[config.mk]
export PLATFORM = sky130hd
export DESIGN_NAME = apple1_bus_ctrl
export DESIGN_NICKNAME = d
export VERILOG_FILES = /design/src/rtl/apple1_bus_ctrl.sv
export SDC_FILE = /design/constraint.sdc
export NUM_CORES = 1
export LEC_CHECK = 0
export ABC_AREA = 1
export BUFFER_PORTS_ARGS = -buffer_cell sky130_fd_sc_hd__buf_2
export CORE_ASPECT_RATIO = 0.9
export CORE_UTILIZATION = 48
export CTS_BUF_LIST = sky130_fd_sc_hd__clkbuf_8
export DETAILED_ROUTE_END_ITERATION = 10
export GPL_TIMING_DRIVEN = 0
export PLACE_DENSITY = 0.84
export SLEW_MARGIN = 20
export SYNTH_ARGS = -nofsm -noshare
export SYNTH_HDL_FRONTEND = slang
export SYNTH_SLANG_ARGS = --single-unit
[constraint.sdc]
create_clock -name clk -period 1.94 [get_ports clk]
set_input_delay 0.291 -clock clk [delete_from_list [all_inputs] [get_ports clk]]
set_output_delay 0.291 -clock clk [all_outputs]
set_load 0.01 [all_outputs]
[src/rtl/apple1_bus_ctrl.sv]
// Apple-1 CPU bus controller: address decode, one-wait-state reads from ROM/RAM,
// and the keyboard/display PIA registers at $D010-$D013.
module apple1_bus_ctrl #(
  parameter int unsigned RAM_AW = 13
) (
  input  logic              clk,
  input  logic              reset,
  input  logic [15:0]       cpu_addr,
  input  logic              cpu_re,
  input  logic              cpu_we,
  input  logic [7:0]        cpu_wdata,
  output logic [7:0]        cpu_rdata,
  output logic              cpu_rdy,
  output logic [7:0]        rom_addr,
  input  logic [7:0]        rom_dout,
  output logic [RAM_AW-1:0] ram_addr,
  output logic              ram_we,
  output logic [7:0]        ram_wdata,
  input  logic [7:0]        ram_rdata,
  input  logic [6:0]        kbd_data,
  input  logic              kbd_valid,
  output logic              kbd_ready,
  output logic [6:0]        dsp_data,
  output logic              dsp_valid,
  input  logic              dsp_ready
);

  typedef enum logic {IDLE, WAIT} state_t;
  typedef enum logic [1:0] {SRC_NONE, SRC_ROM, SRC_RAM, SRC_PIA} src_t;

  state_t     state;
  src_t       sel;
  logic [7:0] pia_q;
  logic       kbd_flag;
  logic [6:0] kbd_reg;
  logic       dsp_busy;

  logic rom_hit, ram_hit, kbd_hit, kbdcr_hit, dsp_hit, dspcr_hit, pia_hit;
  logic req, wr;
  logic [7:0] pia_val;
  src_t       src_next;

  assign rom_hit   = (cpu_addr[15:8] == 8'hFF);
  assign ram_hit   = ((cpu_addr >> RAM_AW) == 16'd0);
  assign kbd_hit   = (cpu_addr == 16'hD010);
  assign kbdcr_hit = (cpu_addr == 16'hD011);
  assign dsp_hit   = (cpu_addr == 16'hD012);
  assign dspcr_hit = (cpu_addr == 16'hD013);
  assign pia_hit   = kbd_hit | kbdcr_hit | dsp_hit | dspcr_hit;

  // Only the IDLE cycle carries a live request; WAIT is the completion cycle.
  assign req = (state == IDLE) & cpu_re;
  assign wr  = (state == IDLE) & cpu_we;

  assign rom_addr  = cpu_addr[7:0];
  assign ram_addr  = cpu_addr[RAM_AW-1:0];
  assign ram_wdata = cpu_wdata;
  assign ram_we    = wr & ram_hit;
  assign cpu_rdy   = (state == WAIT) | ~cpu_re;
  assign kbd_ready = ~kbd_flag;
  assign dsp_valid = dsp_busy;

  always_comb begin
    pia_val  = 8'h00;
    src_next = SRC_NONE;
    if (kbd_hit)        pia_val = {1'b1, kbd_reg};
    else if (kbdcr_hit) pia_val = {kbd_flag, 7'b0};
    else if (dsp_hit)   pia_val = {dsp_busy, 7'b0};
    if (rom_hit)        src_next = SRC_ROM;
    else if (ram_hit)   src_next = SRC_RAM;
    else if (pia_hit)   src_next = SRC_PIA;
  end

  always_comb begin
    cpu_rdata = 8'h00;
    if (state == WAIT) begin
      case (sel)
        SRC_ROM: cpu_rdata = rom_dout;
        SRC_RAM: cpu_rdata = ram_rdata;
        SRC_PIA: cpu_rdata = pia_q;
        default: cpu_rdata = 8'h00;
      endcase
    end
  end

  always_ff @(posedge clk or posedge reset) begin
    if (reset) begin
      state    <= IDLE;
      sel      <= SRC_NONE;
      pia_q    <= 8'h00;
      kbd_flag <= 1'b0;
      kbd_reg  <= 7'h00;
      dsp_busy <= 1'b0;
      dsp_data <= 7'h00;
    end else begin
      case (state)
        IDLE: if (cpu_re) begin
          sel   <= src_next;
          pia_q <= pia_val;
          state <= WAIT;
        end
        default: state <= IDLE;
      endcase

      // A key read clears the flag; an accept in the same cycle wins so no key is lost.
      if (req && kbd_hit) kbd_flag <= 1'b0;
      if (kbd_valid && !kbd_flag) begin
        kbd_reg  <= kbd_data;
        kbd_flag <= 1'b1;
      end

      // Consume has priority; a write while busy is dropped.
      if (dsp_busy && dsp_ready) begin
        dsp_busy <= 1'b0;
      end else if (wr && dsp_hit && !dsp_busy) begin
        dsp_data <= cpu_wdata[6:0];
        dsp_busy <= 1'b1;
      end
    end
  end

endmodule

Yosys cells after proc, flatten, opt, wreduce, memory -nomap -nowiden
Index checks and enable logic that the tools add are counted.

word-level totals
  logic and storage cells = 52
  bits in registers = 27
  input bits = 53
  output and inout port bits = 48

operators by class
  mux-type cells = 14
  reductions and logical operators = 12
  equality and inequality tests = 8
  bitwise logic cells = 11

operators with widths
  operator                                                         number
  16-bit == test, second input constant                            4
  8-bit 2-to-1 mux                                                 4
  8-bit case mux with 3 select lines                               1
  16-bit zero test                                                 1
  8-bit == test, second input constant                             1
  1-bit 2-to-1 mux                                                 6
  2-bit 2-to-1 mux                                                 3
  1-bit logical AND                                                5
  2-bit == test, second input constant                             2
  1-bit NOT                                                        4
  1-bit OR                                                         4
  2-bit AND reduction                                              2
  2-bit nonzero test                                               2
  1-bit bitwise AND                                                3
  2-bit by 1-bit == test with 1-bit output, second input constant  1
  1-bit zero test                                                  2

Longest topological paths before layout
Gate-level depths: netlist of the first run.

  depth in word-level cells = 7
  depth in mapped cells = 9
  mapped depth without buffers = 9

Least setup slack after synthesis of the first run
OpenSTA, ideal clock, no wires.

  path kind = reg-to-output
  start = register sel[1]
  end = output cpu_rdata[0]
  cell stages (with the launch flop) = 6
  required time = 1.649 ns
  path slack = 0.708 ns
  data arrival time = 0.941 ns
  buffers on the path = 0
  cells stage by stage = dfrtp_1 -> nor2_2 -> nand2_1 -> o211ai_1 -> nand2_1 -> inv_1

on the way
  longest elaborated chain between the ends = 3
  elaborated cells between the ends (all ways) = 5
  those cells by class = 3 x eq/ne; 2 x mux

RTL lines
  element                                                                           RTL line  RTL
  start, declared                                                                   32        src_t sel;
  start signal, assigned                                                            98        sel <= src_next;
  2-bit == test / 2-bit by 1-bit == test with 1-bit output (equally long branches)  77        case (sel)
  8-bit case mux with 3 select lines (*)                                            77
  8-bit 2-to-1 mux (*)                                                              76        if (state == WAIT) begin
  end, declared                                                                     12        output logic [7:0] cpu_rdata,

Every way passes the cells marked *; elsewhere a longest branch is shown, timed or not.

Final worst setup path of the first run
Same ends and word-level chain as after synthesis.

==> results by group, run 1 <==
Die
  • I/O pins: roughly 100
  • Die Y: slightly below 60 um
  • Initial Util: 50.3%
  • Die W: 64.7 um
  • Die area: around 0.0038 mm^2
  • Row count: 20
  • Core area: 0.00338 mm^2

Synth
  • Compound-Gate Fraction of Synth Area: 8.90%
  • Top-count cell post-synth: nand2_1
  • Synth Cell Area: ~0.0017 mm^2
  • Synth top cells by count: nand2_1 (59), buf_4 (30), dfrtp_1 (27)
  • #FFs+latches synth: 27
  • Yosys top cell by area: dfrtp_1
  • Primary FF master, synth: dfrtp_1
  • Sequential element share of the synthesized area: 39.7%
  • Post-synth ARST share: 100%
  • YS warnings: 0
  • Synth area leaders: dfrtp_1 (40%), buf_4 (13%), nand2_1 (13%), inv_1 (4.9%), nor2_1 (4.6%)
  • Number of synthesized flops with an enable pin: 0
  • Synth top area share: 39.7%
  • XOR/XNOR Fraction of Synth Area: 0%
  • Post-Synthesis Cells: 228
  • Syn Area/Cell: between 7 and 8 um^2
  • Post-synthesis mux area share: 0%
  • Simple-gate portion of the synthesized area: slightly below 30%
  • Synth Area in Adders: 0%
  • Syn Nets: 281
  • Largest family of logic cells by synthesized area: simple AND/OR/NAND/NOR gates
  • Synth unique cells: 22

Final layout
  • Final Core Density: roughly two thirds
  • Share of cells above drive strength 1: between 40% and 50%
  • ANT cells: 0
  • Filler cells: roughly 310
  • Area grow syn2layout: 35.1%
  • Nets@finish: around 390
  • Max reg flops: 8

GRT
  • First-pass GRT wire length: 5930 um
  • Total gr overflow: 0
  • Largest net degree at the start of global routing: 28
  • Initial antenna violation count: 0
  • Vias in the first global route: between 1,000 and 1,500
  • GRT Util Overall: between 15 and 20%

Run
  • Max Cap Viol: 0

Clock network
  • Clock Latency Late Sink: 0.27 ns
  • Setup bufs post-CTS: 0
  • Hold_buf cts: 0
  • CTS Root Cell: clkbuf_8
  • Clock sinks: 27
  • H-tree depth: 1
  • TritonCTS Buffers: 3
  • Post-CTS resize count: 0
  • CTS tree: done
  • Clk slew on worst S/H paths: approximately 0.09 ns
  • Maximum clock path buffer count: 2

STA
  • Rel. slew slack: 38.0%
  • Final worst path period share: 89.1%
  • Final slew viol count: 0
  • TNS Setup: 0 ns
  • Least-Margin Pin Slew: 0.925 ns
  • RSZ-0062 raised after global routing: no
  • Final min period: 1.73 ns
  • Final Setup Violations: 0
  • Clk_skew: approximately 0.0053 ns
  • Final Hold Fails: 0
  • Fmax: 578 MHz

Place
  • HPWL Detailed: a little under 3000 um
  • Gpl congestion: 0.753
  • Port-buffer cells: 99

Routing
  • Drt pass-1 iters: 7
  • 1st-iter DRT viols: 58
  • Post-DRT Antenna Nets: 0
  • Detailed-route via count: approximately 1,700
  • Avg WL per Cell: around 9.6 um
  • Vias per cell: between 4 and 5
  • Final WL: about 3600 um
  • DRC: 2

Worst setup path
  • CP Max Fanout: 8
  • Crit path capture type: output pin
  • CP startpoint kind: register
  • CP arrival: between 1 and 1.5 ns
  • CP required: approximately 1.7 ns
  • Critical path class: register to output pin

Power and ir drop
  • Worst VDD drop: ~0.31 mV
  • Pwr dens: roughly 560 mW/mm^2
  • Leakage: ~1.4 nW

Run status
  • Failing checks: design-rule violations
  • Status: finished, violations left

Worst hold path
  • Worst min-delay path class: input pin to asynchronous set/reset pin
[metrics by stage]
stage | power [W] | worst slack (ns) | instances | hold WS (ns) | cell area, um^2
6_report | 0.00129 | 0.211 | 375 | 0.0959 | 2300
5_1_grt | 0.00136 | 0.0649 | 375 | 0.164 | 2300
4_1_cts | 0.00130 | 0.195 | 375 | 0.179 | 2300
3_5_place_dp | 0.000988 | 0.507 | 371 | 0.457 | 2250
3_3_place_gp | 0.000973 | 0.527 | 371 | 0.451 | 2250
2_1_floorplan | 0.000850 | 0.708 | 228 | 0.344 | 1700
[cell type report]
type,count,area (um^2),area share [%]
Inverter,35,136,5.94
Timing Repair Buffer,99,495,21.6
Clock inverter,1,5.00,0.218
Multi-Input combinational cell,134,653,28.4
Tap cell,44,55.1,2.40
Buffer,32,235,10.2
Clock buffer,3,41.3,1.80
Sequential cell,27,676,29.4
[metal layers]
layer / up-vias / part of all wire, % / GRT usage, %
met4: 0 / 0.56 / 6.67
li1: 893 / - / -
met5: - / 0 / 0
met2: 63 / 47 / 34.1
met3: 2 / 5.4 / 2.91
met1: 723 / 47 / 25.8
[cells by family (layout without fill, tap and decap cells)]
| group | Yosys count | count (layout) |
|---|---|---|
| AOI/OAI and AO/OA | 25 | 25 |
| buffers and inverters | 67 | 170 |
| DFF | 27 | 27 |
| and+or+nand+nor | 109 | 109 |
[worst max-delay path, stage by stage, from the launching register on]
cell,delay [ns]
dfrtp_1,0.44
nor2_2,0.30
nand2_1,0.10
o211ai_1,0.10
nand2_1,0.06
inv_1,0.05
buf_2,0.12
[path summary, 6_finish.rpt]
kind,start,endpoint,slack [ns],cells after the start
worst max-delay path,sel[1]$_DFFE_PP0P_,cpu_rdata[0],0.21,6
worst min-delay path,reset,kbd_reg[0]$_DFFE_PP0P_,0.1,2
worst max register to register,dsp_valid$_DFFE_PP0P_,dsp_data[5]$_DFFE_PP0P_,0.55,4
worst min register to register,dsp_data[6]$_DFFE_PP0P_,dsp_data[6]$_DFFE_PP0P_,0.48,2
max in group asynchronous,reset,pia_q[3]$_DFFE_PP0P_,1.41,2
min in group clk,dsp_ready,dsp_valid$_DFFE_PP0P_,0.18,2
[where the power goes]
| part | leakage [nW] | switching [W] | internal (W) |
|---|---|---|---|
| clock | 0.0255 | 0.000171 | 0.000144 |
| combinational | 1.05 | 0.000178 | 0.000157 |
| sequential | 0.347 | 0.0000216 | 0.000617 |
[cell usage in the layout (no fill, tap or decap), types with 2 or more instances in the layout]
cell	instances
inv_2	5
clkinv_1	8
nand3_2	3
nor2_2	5
nand3_1	14
buf_2	101
buf_4	30
o21ai_1	2
o22ai_1	7
nor2_1	21
a21oi_1	8
clkbuf_8	3
nand2_4	2
o211ai_1	7
nand4_1	2
dfrtp_1	27
inv_1	21
nand2_1	59
No activity file was read; power rests on OpenSTA's default activity.
==> inputs of run 2 (changes only) <==
CORE_UTILIZATION = 45   (was 48)
PLACE_DENSITY = 0.8   (was 0.84)
SLEW_MARGIN = 10   (was 20)
clock period = 1.8 ns   (was 1.94 ns; I/O delays follow)
==> run 2 against run 1 <==
Effect of this change:
- the flow now finishes without violations
- flip-flop and latch count unchanged
- sequential power increased by 8.8%
- largest power group unchanged
- clock-buffer cell count unchanged
- critical path depth increased by 1
- power increased by 8.6%
- critical endpoint is now cpu_rdata[2]
==> results by group, run 2 (synthesis gave the netlist of run 1 again) <==
Worst setup path
  • Critical path class: register to output pin
  • CP required: 1.53 ns
  • Register-to-Register Path Depth: 4
  • CP startpoint kind: register
  • Slowest stage cell, crit path: dfrtp_1
  • Critical Path Max Stage Delay: between 0.4 and 0.5 ns
  • CP Max Fanout: 8
  • CP dominant cell by count: nand2_1
  • CP arrival: between 1 and 1.5 ns
  • Crit path capture type: output pin
  • CP Cell Sequence: inv_2 > nor2_4 > nand2_1 > o211ai_1 > nand2_1 > inv_1 > buf_2

Place
  • Gpl congestion: 0.766
  • Area after DPL: ~0.0023 mm^2
  • Cells after DPL: between 300 and 400
  • Port-buffer cells: between 90 and 100
  • HPWL Detailed: approximately 3000 um

Routing
  • Avg WL per Cell: 9.93 um
  • Vias per cell: approximately 4.5
  • Detailed-route via count: approximately 1,700
  • Drt pass-1 iters: 4
  • Post-DRT Antenna Nets: 0
  • 1st-iter DRT viols: 55
  • Final WL: around 3700 um
  • DRC: 0

GRT
  • Initial antenna violation count: 0
  • GRT Util Overall: roughly 18%
  • Largest net degree at the start of global routing: 28
  • First-pass GRT wire length: between 5000 and 6000 um
  • Vias in the first global route: about 1,300
  • Total gr overflow: 0

Run
  • Max Cap Viol: 0

STA
  • Final worst path period share: between 90% and 100%
  • Clk_skew: 0.00243 ns
  • Fmax: slightly below 600 MHz
  • Least-Margin Pin Slew: a little under 1 ns
  • Final min period: approximately 1.7 ns
  • Final Setup Violations: 0
  • Final slew viol count: 0
  • Final Hold Fails: 0
  • Rel. slew slack: between 30 and 40%
  • Hold Slack: about 0.15 ns

Die
  • Row count: 20
  • Core area: approximately 0.0035 mm^2
  • Die Y: 60.3 um
  • I/O pins: 101
  • Die W: 66.8 um
  • Initial Util: between 40% and 50%
  • Die area: slightly above 0.004 mm^2

Clock network
  • Clock Latency Late Sink: 0.27 ns
  • Clock sinks: 27
  • TritonCTS Buffers: 3
  • CTS tree: done
  • Maximum clock path buffer count: 2
  • Setup bufs post-CTS: 0
  • H-tree depth: 1
  • CTS Root Cell: clkbuf_8
  • Clk slew on worst S/H paths: around 0.09 ns

Worst hold path
  • Worst hold path depth: 2
  • Worst min-delay path class: input pin to register

Final layout
  • Share of cells above drive strength 1: a little under half
  • Final Core Density: about two thirds
  • Commonest non-fill, non-tap cell in the layout: buf_2
  • ANT cells: 0
  • Max reg flops: 8
  • Non-Filler Instances: 375
  • Most frequent cells in the layout: buf_2 (101), nand2_1 (58), buf_4 (30), dfrtp_1 (27), inv_1 (22)
  • Area grow syn2layout: 36.0%
  • Finished Cell Area: around 0.0023 mm^2
  • Nets@finish: around 390

Run status
  • Status: finished, final reports clean

Power and ir drop
  • Worst VDD drop: about 0.43 mV
  • Pwr dens: between 600 and 700 mW/mm^2
  • Leakage: ~1.4 nW
==> run 2: cell count changes in the layout (fill, tap and decap cells not counted), sizes merged <==
| cell | delta |
|---|---|
| inv | +1 |
| clkinv | -2 |
| clkinvlp | +1 |
==> run 2: layout make-up <==
type                    instances  area [um^2]
flip-flops and latches         27          676
fillers                       315         1190
multi-input cells             134          666
plain buffers                  32          235
repair buffers                 99          495
clock buffers                   3         41.3
well taps                      44         55.1
inverters                      35          136
clock inverters                 1         7.51
==> run 2: critical path, delay by kind of cell, from the launching register on <==
kind / cells / cell delay [ns]
AOI/OAI and AO/OA: 1 / 0.11
and+or+nand+nor: 3 / 0.33
DFF: 1 / 0.48
buffers and inverters: 3 / 0.23
==> run 2: power breakdown <==
group	leakage, nW	switching, W	internal, W
Sequential	0.347	0.0000297	0.000665
Clock	0.0217	0.000183	0.000157
Combinational	1.05	0.000194	0.000170
Total	1.42	0.000407	0.000992
==> run 2: path summary, 6_finish.rpt <==
path	from	end	slack, ns
max	sel[0]$_DFFE_PP0P_	cpu_rdata[2]	0.12
min	dsp_ready	dsp_valid$_DFFE_PP0P_	0.15
max in group asynchronous	reset	pia_q[1]$_DFFE_PP0P_	1.01
min reg2reg	dsp_data[4]$_DFFE_PP0P_	dsp_data[4]$_DFFE_PP0P_	0.47
max reg2reg	dsp_valid$_DFFE_PP0P_	dsp_data[5]$_DFFE_PP0P_	0.41
min in group asynchronous	reset	dsp_data[2]$_DFFE_PP0P_	0.21
==> run 2: per-stage QoR <==
step	setup WS [ns]	setup TNS, ns	total power (W)
6_report	0.115	0	0.00140
2_1_floorplan	0.589	0	0.000916
4_1_cts	0.0501	0	0.00141
3_5_place_dp	0.369	0	0.00107
3_3_place_gp	0.406	0	0.00105
5_1_grt	-0.0122	-0.0122	0.00148
==> run 2: metal layers <==
metal	global-route usage [%]	part of all wire (%)	up-vias
met4	5.47	0.51	0
met2	29.0	46	59
li1	-	-	899
met3	1.72	5.3	2
met1	25.5	48	720
met5	0	0	-
==> run 2: repair_timing <==
| item | 4_1_cts | 5_1_grt |
|---|---|---|
| gates resized for setup | 0 | 3 |
| endpoints found under the setup margin | 0 | 4 |
| hold buffers | 0 | 0 |
==> inputs of run 3 (changes only) <==
PLACE_DENSITY = not set   (was 0.8)
PLACE_DENSITY_LB_ADDON = 0.2   (was not set)
==> run 3 against run 2 <==
Effect of this change:
- clock power shrank 2%
- cell count unchanged
- critical path depth did not move
- register-to-register slack better by 0.02 ns
- power is 0.83% lower
- clock skew up 0.0049 ns
- flip-flop and latch count is the same
- largest cell class unchanged
- critical endpoint is now cpu_rdata[6]
- combinational power about the same
- final area hardly changed
==> results by group, run 3 (synthesis gave the netlist of run 1 again) <==
Routing
  • Post-DRT Antenna Nets: 0
  • 1st-iter DRT viols: 65
  • Detailed-route via count: between 1,500 and 2,000
  • Vias per cell: between 4 and 5
  • DRC: 0
  • Final WL: approximately 3600 um
  • Avg WL per Cell: roughly 9.5 um
  • Drt pass-1 iters: 4

Die
  • Die Y: about 60 um
  • Initial Util: between 40 and 50%
  • Die W: 66.8 um
  • Row count: 20
  • Die area: roughly 0.0040 mm^2
  • I/O pins: about 100
  • Core area: roughly 0.0035 mm^2

Run
  • Max Cap Viol: 0

Worst setup path
  • Slowest stage cell, crit path: dfrtp_1
  • Worst reg2reg path startpoint: dsp_valid$_DFFE_PP0P_
  • Register-to-Register Path Depth: 4
  • CP required: between 1.5 and 2 ns
  • CP Max Fanout: 8
  • Critical Path Start: sel[1]$_DFFE_PP0P_
  • CP startpoint kind: register
  • CP arrival: 1.40 ns
  • Reg-to-reg slack, setup: roughly 0.43 ns
  • Critical path class: register to output pin
  • Reg-to-reg endpoint: dsp_data[5]$_DFFE_PP0P_
  • CP dominant cell by count: nand2_1
  • CP Cell Sequence: inv_2 > nor2_4 > nand2_1 > o211ai_1 > nand2_1 > inv_1 > buf_2
  • Critical Path Max Stage Delay: 0.47 ns
  • Crit path capture type: output pin

Clock network
  • H-tree depth: 1
  • TritonCTS Buffers: 3
  • Setup bufs post-CTS: 0
  • Clock Latency Late Sink: 0.27 ns
  • Hold_buf cts: 0
  • Post-CTS resize count: 0
  • Maximum clock path buffer count: 2
  • CTS Root Cell: clkbuf_8
  • Clock sinks: 27
  • Clk slew on worst S/H paths: ~0.090 ns
  • CTS tree: done

Final layout
  • Commonest non-fill, non-tap cell in the layout: buf_2
  • Share of cells above drive strength 1: between 40% and 50%
  • Nets@finish: 385
  • Finished Cell Area: around 0.0023 mm^2
  • Max reg flops: 8
  • Area grow syn2layout: 36.1%
  • Most frequent cells in the layout: buf_2 (101), nand2_1 (58), buf_4 (30), dfrtp_1 (26), inv_1 (22)
  • ANT cells: 0

Place
  • Port-buffer cells: just under 100
  • Area after DPL: 0.00225 mm^2
  • HPWL Detailed: 2890 um
  • Post-Place Setup Slack: around 0.39 ns
  • Gpl congestion: between 0.7 and 0.8

STA
  • Rel. slew slack: a little over a third
  • Final WS setup: 0.133 ns
  • Hold Slack: ~0.16 ns
  • Final Hold Fails: 0
  • Final Setup Violations: 0
  • Fmax: roughly 600 MHz
  • Clk_skew: roughly 0.0073 ns
  • Final worst path period share: between 90% and 100%
  • Final slew viol count: 0
  • Least-Margin Pin Slew: between 0.9 and 1 ns
  • Final min period: ~1.7 ns

Run status
  • Status: finished, final reports clean

GRT
  • Total gr overflow: 0
  • First-pass GRT wire length: ~5600 um
  • Largest net degree at the start of global routing: 28
  • GRT Util Overall: about 18%
  • Vias in the first global route: about 1,300
  • Initial antenna violation count: 0

Power and ir drop
  • Pwr dens: approximately 600 mW/mm^2
  • Worst VDD drop: around 0.52 mV
  • Power Total: approximately 0.0014 W
  • Leakage: between 1 and 1.5 nW

Worst hold path
  • Hold_sp: dsp_ready
  • Worst hold path depth: 2
  • Hold EP: dsp_valid$_DFFE_PP0P_
  • Worst min-delay path class: input pin to register
[run 3: changes by cell type in the layout (fill, tap and decap cells not counted)]
cell,previous run,this run
dfrtp_1,27,26
dfrtp_2,0,1
[run 3: final cells by class]
class / instances / area, um^2
Multi-Input combinational cell: 134 / 666
Buffer: 32 / 235
Sequential cell: 27 / 677
Timing Repair Buffer: 99 / 495
Fill cell: 301 / 1190
Inverter: 35 / 136
Tap cell: 44 / 55.1
Clock buffer: 3 / 41.3
Clock inverter: 1 / 7.51
[run 3: layer usage]
| layer | share of wire (%) | routed length, um | GRT usage, % |
|---|---|---|---|
| met1 | 49 | 1760 | 25.0 |
| met2 | 42 | 1510 | 29.0 |
| met3 | 7.6 | 269 | 2.67 |
| met4 | 0.53 | 19 | 3.65 |
| met5 | 0 | 0 | 0 |
[run 3: critical path, delay by kind of cell (launching register included)]
kind | cells | cell delay, ns
AO/OA/AOI/OAI | 1 | 0.10
flip-flops | 1 | 0.47
AND/OR/NAND/NOR | 3 | 0.33
buffers and inverters | 3 | 0.23
[run 3: worst max-delay path by stage]
stage	cells past startpoint	endpoint	slack (ns)
after floorplan	5	cpu_rdata[0]	0.59
after global placement	6	cpu_rdata[3]	0.40
after detailed placement	6	cpu_rdata[3]	0.39
after CTS	6	cpu_rdata[3]	0.09
after global routing	7	cpu_rdata[6]	-0.007
final	7	cpu_rdata[6]	0.13
[run 3: through the flow]
step | std cells | util [%] | TNS (ns)
finish | 375 | 66.0 | 0
global route | 375 | 66.0 | -0.00749
floorplan | 228 | - | 0
global placement | 371 | 64.3 | 0
detailed placement | 371 | 64.3 | 0
CTS | 375 | 65.6 | 0
[run 3: report_power, final]
group | total [W] | internal [W] | switching (W) | leakage (nW)
clock | 0.000333 | 0.000157 | 0.000176 | 0.0217
sequential | 0.000689 | 0.000665 | 0.0000246 | 0.346
combinational | 0.000365 | 0.000170 | 0.000195 | 1.05
